<file path="config.mk">
export PLATFORM = sky130hd
export DESIGN_NAME = vc_wrr_scheduler
export DESIGN_NICKNAME = d
export VERILOG_FILES = /design/src/rtl/ic_pkg.sv /design/src/rtl/wrr_credit.sv /design/src/rtl/vc_wrr_scheduler.sv
export SDC_FILE = /design/constraint.sdc
export NUM_CORES = 1
export LEC_CHECK = 0
export BUFFER_PORTS_ARGS = -buffer_cell sky130_fd_sc_hd__buf_2
export CAP_MARGIN = 20
export CORE_ASPECT_RATIO = 0.75
export CORE_MARGIN = 1
export CORE_UTILIZATION = 45
export DETAILED_ROUTE_END_ITERATION = 8
export PLACE_DENSITY = 0.78
export SLEW_MARGIN = 30
export SYNTH_ARGS = -nofsm -noshare
export SYNTH_HDL_FRONTEND = slang
export SYNTH_HIERARCHICAL = 1
export SYNTH_SLANG_ARGS = --single-unit
</file>
<file path="constraint.sdc">
create_clock -name clk -period 4.2 [get_ports clk]
set_input_delay 0.84 -clock clk [delete_from_list [all_inputs] [get_ports clk]]
set_output_delay 0.84 -clock clk [all_outputs]
set_load 0.03 [all_outputs]
</file>
<file path="src/rtl/ic_pkg.sv">
// Shared interconnect types and constants for the VC scheduler slice.
// Word format and scheduler state encodings used by the VC/D FIFO path.
package ic_pkg;

    localparam int BW       = 6;
    localparam int DEST_BIT = 4;
    localparam int CRED_W   = 4;

    typedef enum logic [1:0] {
        IDLE      = 2'd0,
        SERVE_VC0 = 2'd1,
        SERVE_VC1 = 2'd2
    } sched_state_t;

    typedef enum logic [1:0] {
        CRED_HOLD  = 2'd0,
        CRED_LOAD1 = 2'd1,
        CRED_INC   = 2'd2,
        CRED_CLEAR = 2'd3
    } cred_op_t;

endpackage

</file>
<file path="src/rtl/wrr_credit.sv">
// Consecutive-grant credit register for the WRR scheduler.
// Saturates at the active weight; cred_lt_w tells the FSM it may keep serving.
module wrr_credit
    import ic_pkg::*;
(
    input  logic              clk,
    input  logic              reset,
    input  cred_op_t          op,
    input  logic [CRED_W-1:0] weight,
    output logic              cred_lt_w
);

    logic [CRED_W-1:0] cred;

    // NOTE: sequential state is assigned with <= so every register samples pre-edge values.
    always_ff @(posedge clk) begin
        if (reset) begin
            cred <= '0;
        end else begin
            case (op)
                CRED_LOAD1: cred <= CRED_W'(1);
                CRED_INC:   cred <= (cred < weight) ? cred + CRED_W'(1) : weight;
                CRED_CLEAR: cred <= '0;
                default:    cred <= cred;
            endcase
        end
    end

    assign cred_lt_w = (cred < weight);

endmodule

</file>
<file path="src/rtl/vc_wrr_scheduler.sv">
// Weighted round-robin pop scheduler between the VC0/VC1 FIFOs and demux_dest.
// Pops are combinational; the popped word is presented registered one cycle later.
module vc_wrr_scheduler
    import ic_pkg::*;
#(
    parameter int W0    = 3,
    parameter int W1    = 1,
    parameter int CNT_W = 16
) (
    input  logic             clk,
    input  logic             reset,
    input  logic             arb_enable,
    input  logic             VC0_empty,
    input  logic             VC1_empty,
    input  logic [BW-1:0]    VC0_data_out,
    input  logic [BW-1:0]    VC1_data_out,
    input  logic             D0_almost_full,
    input  logic             D1_almost_full,
    output logic             VC0_rd,
    output logic             VC1_rd,
    output logic             demux_dest_valid_in,
    output logic [BW-1:0]    demux_dest_data_in,
    output logic [CNT_W-1:0] vc0_grant_cnt,
    output logic [CNT_W-1:0] vc1_grant_cnt
);

    localparam logic [CRED_W-1:0] W0_L = CRED_W'(W0);
    localparam logic [CRED_W-1:0] W1_L = CRED_W'(W1);

    sched_state_t      state, state_nx;
    cred_op_t          cred_op;
    logic              cred_lt_w;
    logic [CRED_W-1:0] weight;
    logic              elig0, elig1;
    logic              pop0, pop1;

    // Each VC only checks the destination its own head word targets.
    assign elig0 = arb_enable & ~VC0_empty &
                   ~(VC0_data_out[DEST_BIT] ? D1_almost_full : D0_almost_full);
    assign elig1 = arb_enable & ~VC1_empty &
                   ~(VC1_data_out[DEST_BIT] ? D1_almost_full : D0_almost_full);

    assign weight = (state == SERVE_VC1) ? W1_L : W0_L;

    wrr_credit u_credit (
        .clk       (clk),
        .reset     (reset),
        .op        (cred_op),
        .weight    (weight),
        .cred_lt_w (cred_lt_w)
    );

    // NOTE: defaults first so no path through this block leaves a signal unassigned (no latches).
    always_comb begin
        pop0     = 1'b0;
        pop1     = 1'b0;
        state_nx = state;
        cred_op  = CRED_HOLD;
        if (!reset && arb_enable) begin
            case (state)
                IDLE: begin
                    if (elig0) begin
                        pop0 = 1'b1; state_nx = SERVE_VC0; cred_op = CRED_LOAD1;
                    end else if (elig1) begin
                        pop1 = 1'b1; state_nx = SERVE_VC1; cred_op = CRED_LOAD1;
                    end
                end
                SERVE_VC0: begin
                    if (elig0 && (cred_lt_w || !elig1)) begin
                        pop0 = 1'b1; cred_op = CRED_INC;
                    end else if (elig1) begin
                        pop1 = 1'b1; state_nx = SERVE_VC1; cred_op = CRED_LOAD1;
                    end else begin
                        state_nx = IDLE; cred_op = CRED_CLEAR;
                    end
                end
                SERVE_VC1: begin
                    if (elig1 && (cred_lt_w || !elig0)) begin
                        pop1 = 1'b1; cred_op = CRED_INC;
                    end else if (elig0) begin
                        pop0 = 1'b1; state_nx = SERVE_VC0; cred_op = CRED_LOAD1;
                    end else begin
                        state_nx = IDLE; cred_op = CRED_CLEAR;
                    end
                end
                default: begin
                    state_nx = IDLE; cred_op = CRED_CLEAR;
                end
            endcase
        end
    end

    assign VC0_rd = pop0;
    assign VC1_rd = pop1;

    always_ff @(posedge clk) begin
        if (reset) begin
            state               <= IDLE;
            demux_dest_valid_in <= 1'b0;
            demux_dest_data_in  <= '0;
            vc0_grant_cnt       <= '0;
            vc1_grant_cnt       <= '0;
        end else begin
            state               <= state_nx;
            demux_dest_valid_in <= pop0 | pop1;
            if (pop0)
                demux_dest_data_in <= VC0_data_out;
            else if (pop1)
                demux_dest_data_in <= VC1_data_out;
            if (pop0) vc0_grant_cnt <= vc0_grant_cnt + CNT_W'(1);
            if (pop1) vc1_grant_cnt <= vc1_grant_cnt + CNT_W'(1);
        end
    end

endmodule

</file>
==> results.py, run 1 <==
metrics = {
    "sta": {
        "finalSetupTns_ns": 0,
        "fin_crit_sh_pct": 91.1,
        "maxSlewViolCount": 0,
        "fmax_mhz": 261,
        "setup_viol_count_final": 0,
        "worst_slew_pin_slew_ns": 0.515,
        "hold_slack_ns": 0.482,
        "hold_viol": 0,
        "layout_min_cycle_time_ns": 3.83,
        "relSlewSlack_pct": 65.7,
        "rsz0062_at_grt": "no",
        "skew_ns": 0.00915,
    },
    "final_layout": {
        "area_growth_pct": 19.9,
        "final_cells": 420,
        "nets": 369,
        "final_util_pct": 55.9,
        "final_layout_size_suffix_gt1_share_pct": 25.8,
        "antenna_cells": 0,
        "nFillCells": 523,
    },
    "clock_network": {
        "ctsHoldBuffers": 0,
        "cts_buffers": 5,
        "clk_path_buf_depth": 2,
        "postCtsSetupRepairBufs": 0,
        "cts_sinks": 45,
        "htree_levels": 2,
        "cts-root-buf": "clkbuf_8",
        "cts.clk_slew.worst_paths_ns": 0.09,
        "cts_resized": 0,
        "cts_tree": "yes",
        "clkLatencyLatePin_ns": 0.31,
    },
    "min_path": {
        "whs_endpoint": "vc1_grant_cnt[15]",
        "hold_path_startpoint": "vc1_grant_cnt[15]",
        "hold_path_class": "register to register",
        "whs_path_depth": 2,
    },
    "pwr": {
        "clock_power_share_pct": 38.5,
        "p_comb_share_pct": 10.2,
        "seqPwrFrac_pct": 51.3,
        "leakage_nw": 1.19,
        "power.share.switching_pct": 24.8,
        "power_density_mw_per_mm2": 287,
        "p_sw_w": 0.000212,
        "intPower_w": 0.000644,
        "ir_drop_uv": 169,
    },
    "synth": {
        "synth-edff-count": 0,
        "synthDistinctLibCells": 58,
        "syn_area_mm2": 0.00248,
        "avgSynthCellArea_um2": 8.80,
        "yosysSeqAreaShare_pct": 36.3,
        "synthFlopType": "dfxtp_1",
        "async_flop_share_pct": 0,
        "synth-seq-cells": 45,
        "synthCells": 282,
        "synth-warning-count": 6,
    },
    "setup_path": {
        "crit_required_ns": 3.36,
        "cp_max_fo": 9,
        "r2r_cells": 11,
        "critPathKind": "register to output pin",
        "slowest_stage": "dfxtp_1",
        "critPathMaxStageDelay_ns": 0.52,
        "worstReg2RegEnd": "vc1_grant_cnt[9]",
        "reg2reg_from": "state[0]",
        "crit_arrival_ns": 2.99,
        "cp-start-kind": "register",
        "r2r_slack_ns": 0.85,
        "worst_setup_path_end_kind": "output pin",
        "path_cells": "nand2b_1, inv_1, ha_1, a2111oi_4, or2_2, nand2b_1, a211oi_2, or2_1, inv_1, buf_2",
    },
    "grt": {
        "grt_pass1_wl_um": 9560,
        "globalRoute.totalOverflow": 0,
        "track_usage_pct": 21.4,
        "antenna_found_initial": 0,
        "grt_pass1_vias": 2069,
        "grt_max_degree": 49,
    },
    "route": {
        "drcViolationCount": 0,
        "drt_iter0_markers": 96,
        "via_per_inst": 5.39,
        "wl_um": 5660,
        "vias": 2263,
        "wl_per_cell_um": 13.5,
        "firstDrtPassIters": 4,
        "final_antenna_net_count": 0,
    },
    "floorplan": {
        "io_pins": 60,
        "std_cell_rows": 23,
        "dieArea_mm2": 0.00582,
        "die_h_um": 66.3,
        "coreArea_mm2": 0.00532,
        "initial_core_util_pct": 46.6,
        "die_x_um": 87.8,
    },
    "placement": {
        "globalplace.congestion": 0.827,
        "hpwl_um": 4040,
        "dp_cells": 412,
        "port-buffer-count": 59,
    },
    "run_status": {
        "status": "finished, final reports clean",
    },
    "flow_run": {
        "max_cap_viol_count": 0,
    },
}
## stage by stage
stage	total power (W)	cell area [um^2]	worst slack [ns]
after floorplan	0.000508	2500	0.694
after global placement	0.000533	2870	0.793
after detailed placement	0.000536	2870	0.723
after CTS	0.000869	2980	0.381
after global routing	0.000898	2980	0.173
final	0.000855	2980	0.375
## how the worst max path moves through the flow
stage | startpoint | to | slack (ns) | depth (start not counted)
2_1_floorplan | state[0] | VC0_rd | 0.69 | 11
3_3_place_gp | state[0] | VC0_rd | 0.79 | 10
3_5_place_dp | state[0] | VC0_rd | 0.72 | 10
4_1_cts | state[0] | VC0_rd | 0.38 | 10
5_1_grt | state[0] | VC0_rd | 0.17 | 10
6_report | state[0] | VC0_rd | 0.37 | 10
## sequential cells by signal (all words and copies together), names as in the netlist
signal	count
vc1_grant_cnt	16
demux_dest_data_in	6
demux_dest_valid_in	1
state	2
vc0_grant_cnt	16
u_credit/cred	4
## metal layers
layer  up-vias  track usage, %  wire length [um]
li1       1160               -                 -
met3         7            4.87               328
met5         -               0                 0
met1      1036            27.9              2710
met2        60            33.6              2540
met4         0            9.22                84
## power by group through the flow
stage	sequential [W]	clock, W	combinational, W
2_1_floorplan	0.000457	0	0.0000516
3_3_place_gp	0.000449	0	0.0000843
3_5_place_dp	0.000449	0	0.0000867
4_1_cts	0.000439	0.000343	0.0000870
5_1_grt	0.000440	0.000363	0.0000949
6_report	0.000439	0.000329	0.0000870
## Yosys cell counts, drive strengths merged, types with 3 or more instances
cell	count	area, um^2
mux2i	4	52.6
ha	6	75.1
nand3	13	70.1
nor2	27	101
or4	4	30.0
a2111oi	3	52.6
and3	4	25.0
xnor2	15	131
a211oi	3	27.5
o221a	4	45.0
nor3	11	66.3
inv	6	22.5
nor3b	3	22.5
and4	3	26.3
or3	7	43.8
clkbuf	8	31.3
nand2	17	66.3
xor2	5	43.8
nor4	11	68.8
nand4	6	37.5
o2111ai	3	26.3
o21ai	10	53.8
a21oi	16	80.1
nand2b	6	45.0
o211ai	7	52.6
o31ai	5	37.5
buf	6	35.0
and2	3	18.8
dfxtp	45	901
## cells by family (layout without fill, tap and decap cells)
kind of cell	count (synthesis)	in the layout	synth area share, %
AND/OR/NAND/NOR	125	125	28.2
AO/OA/AOI/OAI	59	59	19.0
flip-flops	45	45	36.3
XOR/XNOR	20	20	7.06
buffers and inverters	20	79	3.58
adder cells (fa/ha/maj)	6	6	3.02
multiplexers	5	5	2.57
other	2	6	0.303
## cells in the final DEF, fill, tap and decap left out, drive strengths merged, types with 4 or more instances in the layout
master	Yosys	layout
a21oi	16	16
and3	4	4
buf	6	65
clkbuf	8	6
conb	2	6
dfxtp	45	45
ha	6	6
inv	6	6
mux2i	4	4
nand2	17	17
nand2b	6	6
nand3	13	13
nand4	6	6
nor2	27	27
nor3	11	11
nor4	11	11
o211ai	7	7
o21ai	10	10
o221a	4	4
o31ai	5	5
or3	7	7
or4	4	4
xnor2	15	15
xor2	5	5
## final cells by class
type | instances | area, um^2 | area share [%]
Multi-Input combinational cell | 221 | 1510 | 50.7
Sequential cell | 45 | 901 | 30.3
Timing Repair Buffer | 65 | 340 | 11.4
Tap cell | 75 | 93.8 | 3.15
Clock buffer | 6 | 72.6 | 2.44
Clock inverter | 2 | 38.8 | 1.30
Inverter | 6 | 22.5 | 0.757
## worst max-delay path, delay by kind of cell, from the launching register on
family                   cells  cell delay (ns)
adder cells (fa/ha/maj)      1             0.32
buffers and inverters        3             0.38
AND/OR/NAND/NOR              4             0.92
AO/OA/AOI/OAI                2             0.55
flip-flops                   1             0.52
No activity file was read; power rests on OpenSTA's default activity.
==> inputs of run 2 (changes only) <==
--- a/config.mk
+++ b/config.mk
@@ -11,7 +11,7 @@
 export CORE_MARGIN = 1
 export CORE_UTILIZATION = 45
 export DETAILED_ROUTE_END_ITERATION = 8
-export PLACE_DENSITY = 0.78
+export PLACE_DENSITY = 0.69
 export SLEW_MARGIN = 30
 export SYNTH_ARGS = -nofsm -noshare
 export SYNTH_HDL_FRONTEND = slang
==> run 2 against run 1 <==
Via count is 2.3% higher. Routed wire length is 1.9% lower. Non-clock buffer count rose by 1. Clock-buffer cell count stayed put. Utilization increased by 0.14 points. Largest cell class unchanged. Power is 0.23% higher. Global-route usage decreased by 0.58 points. Cell area is 0.25% higher. Clock skew up 0.0026 ns. Critical path type unchanged. Register-to-register slack about the same. Combinational power fell by 1%.
==> results.py, run 2 (synthesis gave the netlist of run 1 again) <==
metrics = {
    "floorplan": {
        "coreArea_mm2": 0.00532,
        "die_h_um": 66.3,
        "initial_core_util_pct": 46.6,
        "std_cell_rows": 23,
        "io_pins": 60,
        "die_x_um": 87.8,
        "dieArea_mm2": 0.00582,
    },
    "sta": {
        "layout_min_cycle_time_ns": 3.81,
        "fmax_mhz": 263,
        "worst_slew_pin_slew_ns": 0.534,
        "finalSetupTns_ns": 0,
        "setup_viol_count_final": 0,
        "skew_ns": 0.0118,
        "hold_viol": 0,
        "fin_crit_sh_pct": 90.6,
        "maxSlewViolCount": 0,
        "rsz0062_at_grt": "no",
        "relSlewSlack_pct": 64.4,
    },
    "min_path": {
        "whs_endpoint": "vc1_grant_cnt[15]",
        "hold_path_class": "register to register",
        "hold_path_startpoint": "vc1_grant_cnt[15]",
        "whs_path_depth": 2,
    },
    "setup_path": {
        "critPathKind": "register to output pin",
        "cp-start-kind": "register",
        "r2r_cells": 11,
        "worstReg2RegEnd": "vc1_grant_cnt[5]",
        "reg2reg_from": "state[0]",
        "cp_max_fo": 9,
        "crit_arrival_ns": 2.97,
        "crit_required_ns": 3.36,
        "worst_setup_path_end_kind": "output pin",
        "r2r_slack_ns": 0.86,
    },
    "final_layout": {
        "nets": 370,
        "final_cell_mix": "buf_2, dfxtp_1, nor2_1",
        "final_area_mm2": 0.00298,
        "final_layout_size_suffix_gt1_share_pct": 26.0,
        "antenna_cells": 0,
        "regArea_um2": 901,
        "final_common_cell": "buf_2",
        "area_growth_pct": 20.2,
        "final_cells": 421,
        "multi_input_area_mm2": 0.00151,
        "top_regs": "vc0_grant_cnt x16, vc1_grant_cnt x16, demux_dest_data_in x6",
        "final_util_pct": 56.1,
        "nFillCells": 521,
    },
    "route": {
        "vias": 2315,
        "drt_iter0_markers": 125,
        "wl_um": 5550,
        "wl_per_cell_um": 13.2,
        "final_antenna_net_count": 0,
        "firstDrtPassIters": 4,
        "drcViolationCount": 0,
        "via_per_inst": 5.50,
    },
    "grt": {
        "grt_max_degree": 49,
        "antenna_found_initial": 0,
        "grt_pass1_vias": 2020,
        "grt_pass1_wl_um": 9510,
        "globalRoute.totalOverflow": 0,
        "track_usage_pct": 20.8,
    },
    "clock_network": {
        "htree_levels": 2,
        "cts.clk_slew.worst_paths_ns": 0.09,
        "clk_path_buf_depth": 2,
        "ctsHoldBuffers": 0,
        "cts_tree": "yes",
        "cts_sinks": 45,
        "cts-root-buf": "clkbuf_8",
        "clkLatencyLatePin_ns": 0.30,
        "postCtsSetupRepairBufs": 0,
        "cts_resized": 0,
        "cts_buffers": 5,
    },
    "placement": {
        "port-buffer-count": 59,
        "hpwl_um": 3940,
        "place_area_mm2": 0.00287,
        "globalplace.congestion": 0.855,
        "dp_cells": 413,
    },
    "pwr": {
        "power_density_mw_per_mm2": 287,
        "power.total_w": 0.000857,
        "leakage_nw": 1.19,
        "ir_drop_uv": 168,
    },
    "run_status": {
        "status": "finished, final reports clean",
    },
    "flow_run": {
        "max_cap_viol_count": 0,
    },
}
## run 2: cell count changes in the layout (fill, tap and decap cells not counted), sizes merged
cell  change
buf       +1
## run 2: critical path, stage by stage, from the launching register on
cell and delay, ns:
dfxtp_1 0.52, nand2b_1 0.21, inv_1 0.06, ha_1 0.32
a2111oi_4 0.42, or2_2 0.28, nand2b_1 0.22, a211oi_2 0.10
or2_1 0.23, inv_1 0.11, buf_2 0.21
## run 2: power breakdown
part           internal (W)  switching, W
Combinational     0.0000325     0.0000534
Sequential         0.000433    0.00000662
Clock              0.000179      0.000153
Total              0.000644      0.000213
## run 2: worst max path at each step
stage	startpoint	depth (start not counted)	end	slack, ns
detailed placement	state[0]	10	VC0_rd	0.73
floorplan	state[0]	11	VC0_rd	0.69
global route	state[0]	10	VC0_rd	0.16
CTS	state[0]	10	VC0_rd	0.39
finish	state[0]	10	VC0_rd	0.39
global placement	state[0]	10	VC0_rd	0.78
## run 2: metal layers
metal	routed length [um]	global-route usage [%]	share of wire [%]
met1	2790	29.9	50
met2	2430	30.9	44
met3	269	4.37	4.8
met4	57	5.94	1.0
met5	0	0	0
## run 2: area by class of cell
class	count	area share (%)
multi-input combinational	221	50.5
clock buffer	6	2.43
inverter	6	0.755
tap	75	3.14
timing repair buffer	66	11.7
clock inverter	2	1.30
sequential	45	30.2
## run 2: metrics by stage
step	hold slack (ns)	setup WS (ns)
global placement	0.458	0.783
detailed placement	0.483	0.733
finish	0.489	0.394
global route	0.518	0.157
floorplan	0.488	0.694
CTS	0.496	0.391
==> inputs of run 3 (changes only) <==
--- a/config.mk
+++ b/config.mk
@@ -7,11 +7,13 @@
 export LEC_CHECK = 0
 export BUFFER_PORTS_ARGS = -buffer_cell sky130_fd_sc_hd__buf_2
 export CAP_MARGIN = 20
+export CELL_PAD_IN_SITES_DETAIL_PLACEMENT = 0
+export CELL_PAD_IN_SITES_GLOBAL_PLACEMENT = 2
 export CORE_ASPECT_RATIO = 0.75
 export CORE_MARGIN = 1
-export CORE_UTILIZATION = 45
+export CORE_UTILIZATION = 31
 export DETAILED_ROUTE_END_ITERATION = 8
-export PLACE_DENSITY = 0.69
+export PLACE_DENSITY_LB_ADDON = 0.1
 export SLEW_MARGIN = 30
 export SYNTH_ARGS = -nofsm -noshare
 export SYNTH_HDL_FRONTEND = slang
==> run 3 against run 2 <==
Sequential share of layout area is essentially flat. Non-clock buffer count stayed put. Via count decreased by 2.7%. First-iteration DRC count fell by 20%. Cell area barely moved. Critical path type unchanged. Largest cell class unchanged. Largest power group unchanged.
==> results.py, run 3 (synthesis gave the netlist of run 1 again) <==
metrics = {
    "run_status": {
        "status": "finished, final reports clean",
    },
    "sta": {
        "fmax_mhz": 261,
        "rsz0062_at_grt": "no",
        "fin_crit_sh_pct": 91.1,
        "relSlewSlack_pct": 66.1,
        "setup_viol_count_final": 0,
        "maxSlewViolCount": 0,
        "finalSetupTns_ns": 0,
        "worst_slew_pin_slew_ns": 0.508,
        "hold_viol": 0,
        "hold_slack_ns": 0.503,
        "layout_min_cycle_time_ns": 3.83,
        "skew_ns": 0.0109,
    },
    "setup_path": {
        "critPathMaxStageDelay_ns": 0.52,
        "crit_buf_inv": 3,
        "crit_path_end": "VC0_rd",
        "crit_arrival_ns": 2.99,
        "critPathKind": "register to output pin",
        "r2r_cells": 11,
        "cp_max_fo": 9,
        "r2r_slack_ns": 0.82,
        "critical_path.top_delay_family": "simple AND/OR/NAND/NOR gates",
        "slowest_stage": "dfxtp_1",
        "path_cells": "nand2b_1, inv_1, ha_1, a2111oi_4, or2_2, nand2b_1, a211oi_2, or2_1, inv_1, buf_2",
        "worstReg2RegEnd": "vc1_grant_cnt[3]",
        "cp.depth": 10,
        "reg2reg_from": "state[0]",
        "cp-startpoint": "state[0]",
        "crit_required_ns": 3.36,
        "worst_setup_path_end_kind": "output pin",
        "cp-start-kind": "register",
    },
    "clock_network": {
        "cts-root-buf": "clkbuf_8",
        "cts_buffers": 5,
        "cts_resized": 0,
        "cts_sinks": 45,
        "postCtsSetupRepairBufs": 0,
        "htree_levels": 2,
        "cts_tree": "yes",
        "clk_path_buf_depth": 2,
        "clkLatencyLatePin_ns": 0.30,
        "ctsHoldBuffers": 0,
        "cts.clk_slew.worst_paths_ns": 0.08,
    },
    "final_layout": {
        "final_cells": 446,
        "nets": 370,
        "final_area_mm2": 0.00299,
        "top_regs": "vc0_grant_cnt x16, vc1_grant_cnt x16, demux_dest_data_in x6",
        "final_cell_mix": "buf_2, dfxtp_1, nor2_1",
        "area_growth_pct": 20.3,
        "antenna_cells": 0,
        "final_layout_size_suffix_gt1_share_pct": 25.8,
        "nFillCells": 765,
        "final_common_cell": "buf_2",
    },
    "grt": {
        "antenna_found_initial": 0,
        "grt_pass1_vias": 2069,
        "grt_pass1_wl_um": 10500,
        "grt_max_degree": 37,
        "globalRoute.totalOverflow": 0,
        "track_usage_pct": 15.8,
    },
    "route": {
        "drcViolationCount": 0,
        "vias": 2252,
        "firstDrtPassIters": 4,
        "drt_iter0_markers": 100,
        "wl_per_cell_um": 14.2,
        "final_antenna_net_count": 0,
        "wl_um": 6340,
        "via_per_inst": 5.05,
    },
    "pwr": {
        "ir_drop_uv": 122,
        "power.share.switching_pct": 26.4,
        "power_density_mw_per_mm2": 264,
        "intPower_w": 0.000581,
        "seqPwrFrac_pct": 55.7,
        "p_comb_share_pct": 11.1,
        "clock_power_share_pct": 33.2,
        "leakage_nw": 1.18,
        "p_sw_w": 0.000208,
    },
    "floorplan": {
        "initial_core_util_pct": 33.0,
        "die_x_um": 105,
        "dieArea_mm2": 0.00837,
        "std_cell_rows": 27,
        "io_pins": 60,
        "die_h_um": 79.5,
        "coreArea_mm2": 0.00753,
    },
    "placement": {
        "port-buffer-count": 59,
        "hpwl_um": 4530,
        "globalplace.congestion": 0.741,
        "dp_cells": 439,
        "place_area_mm2": 0.00291,
    },
    "min_path": {
        "hold_path_class": "register to register",
    },
    "flow_run": {
        "max_cap_viol_count": 0,
    },
}
==> run 3: cell types whose count changed in the layout (fill, tap and decap cells not counted), sizes merged <==
cell | before | now
bufinv | 1 | 0
==> run 3: worst min-delay path by stage <==
stage,startpoint,to,cells after the start
after floorplan,u_credit/cred[1],u_credit/cred[1],2
after global placement,vc1_grant_cnt[15],vc1_grant_cnt[15],2
after detailed placement,vc1_grant_cnt[10],vc1_grant_cnt[10],2
after CTS,vc1_grant_cnt[15],vc1_grant_cnt[15],2
after global routing,vc1_grant_cnt[9],vc1_grant_cnt[9],2
final,vc1_grant_cnt[5],vc1_grant_cnt[5],2
==> run 3: per-layer routing <==
layer	GRT usage, %	share of wire (%)	vias to the layer above
li1	-	-	1170
met1	21.9	51	1033
met2	24.9	44	44
met3	3.10	3.6	5
met4	4.23	0.77	0
met5	0	0	-
==> run 3: stage by stage <==
| step | util (%) | total power, W | setup slack, ns |
|---|---|---|---|
| floorplan | - | 0.000508 | 0.694 |
| global placement | 38.6 | 0.000538 | 0.737 |
| detailed placement | 38.6 | 0.000538 | 0.688 |
| CTS | 39.6 | 0.000807 | 0.354 |
| global route | 39.6 | 0.000829 | 0.133 |
| finish | 39.6 | 0.000789 | 0.374 |
==> run 3: area by class of cell <==
class	instances	area, um^2	share of cell area (%)
tap	101	126	4.23
clock buffer	6	72.6	2.43
sequential	45	901	30.2
timing repair buffer	66	348	11.6
multi-input combinational	221	1510	50.5
clock inverter	1	8.76	0.293
inverter	6	22.5	0.754
==> run 3: power by group through the flow <==
stage	combinational, W	clock, W	sequential, W
2_1_floorplan	0.0000516	0	0.000457
3_3_place_gp	0.0000883	0	0.000450
3_5_place_dp	0.0000884	0	0.000449
4_1_cts	0.0000886	0.000279	0.000439
5_1_grt	0.0000960	0.000292	0.000441
6_report	0.0000877	0.000262	0.000439
==> run 3: worst register-to-register path, delay by kind of cell, from the launching register on <==
family,cells,cell delay [ns]
flip-flops,1,0.52
AND/OR/NAND/NOR,4,1.16
AO/OA/AOI/OAI,4,1.05
buffers and inverters,2,0.28
adder cells (fa/ha/maj),1,0.32
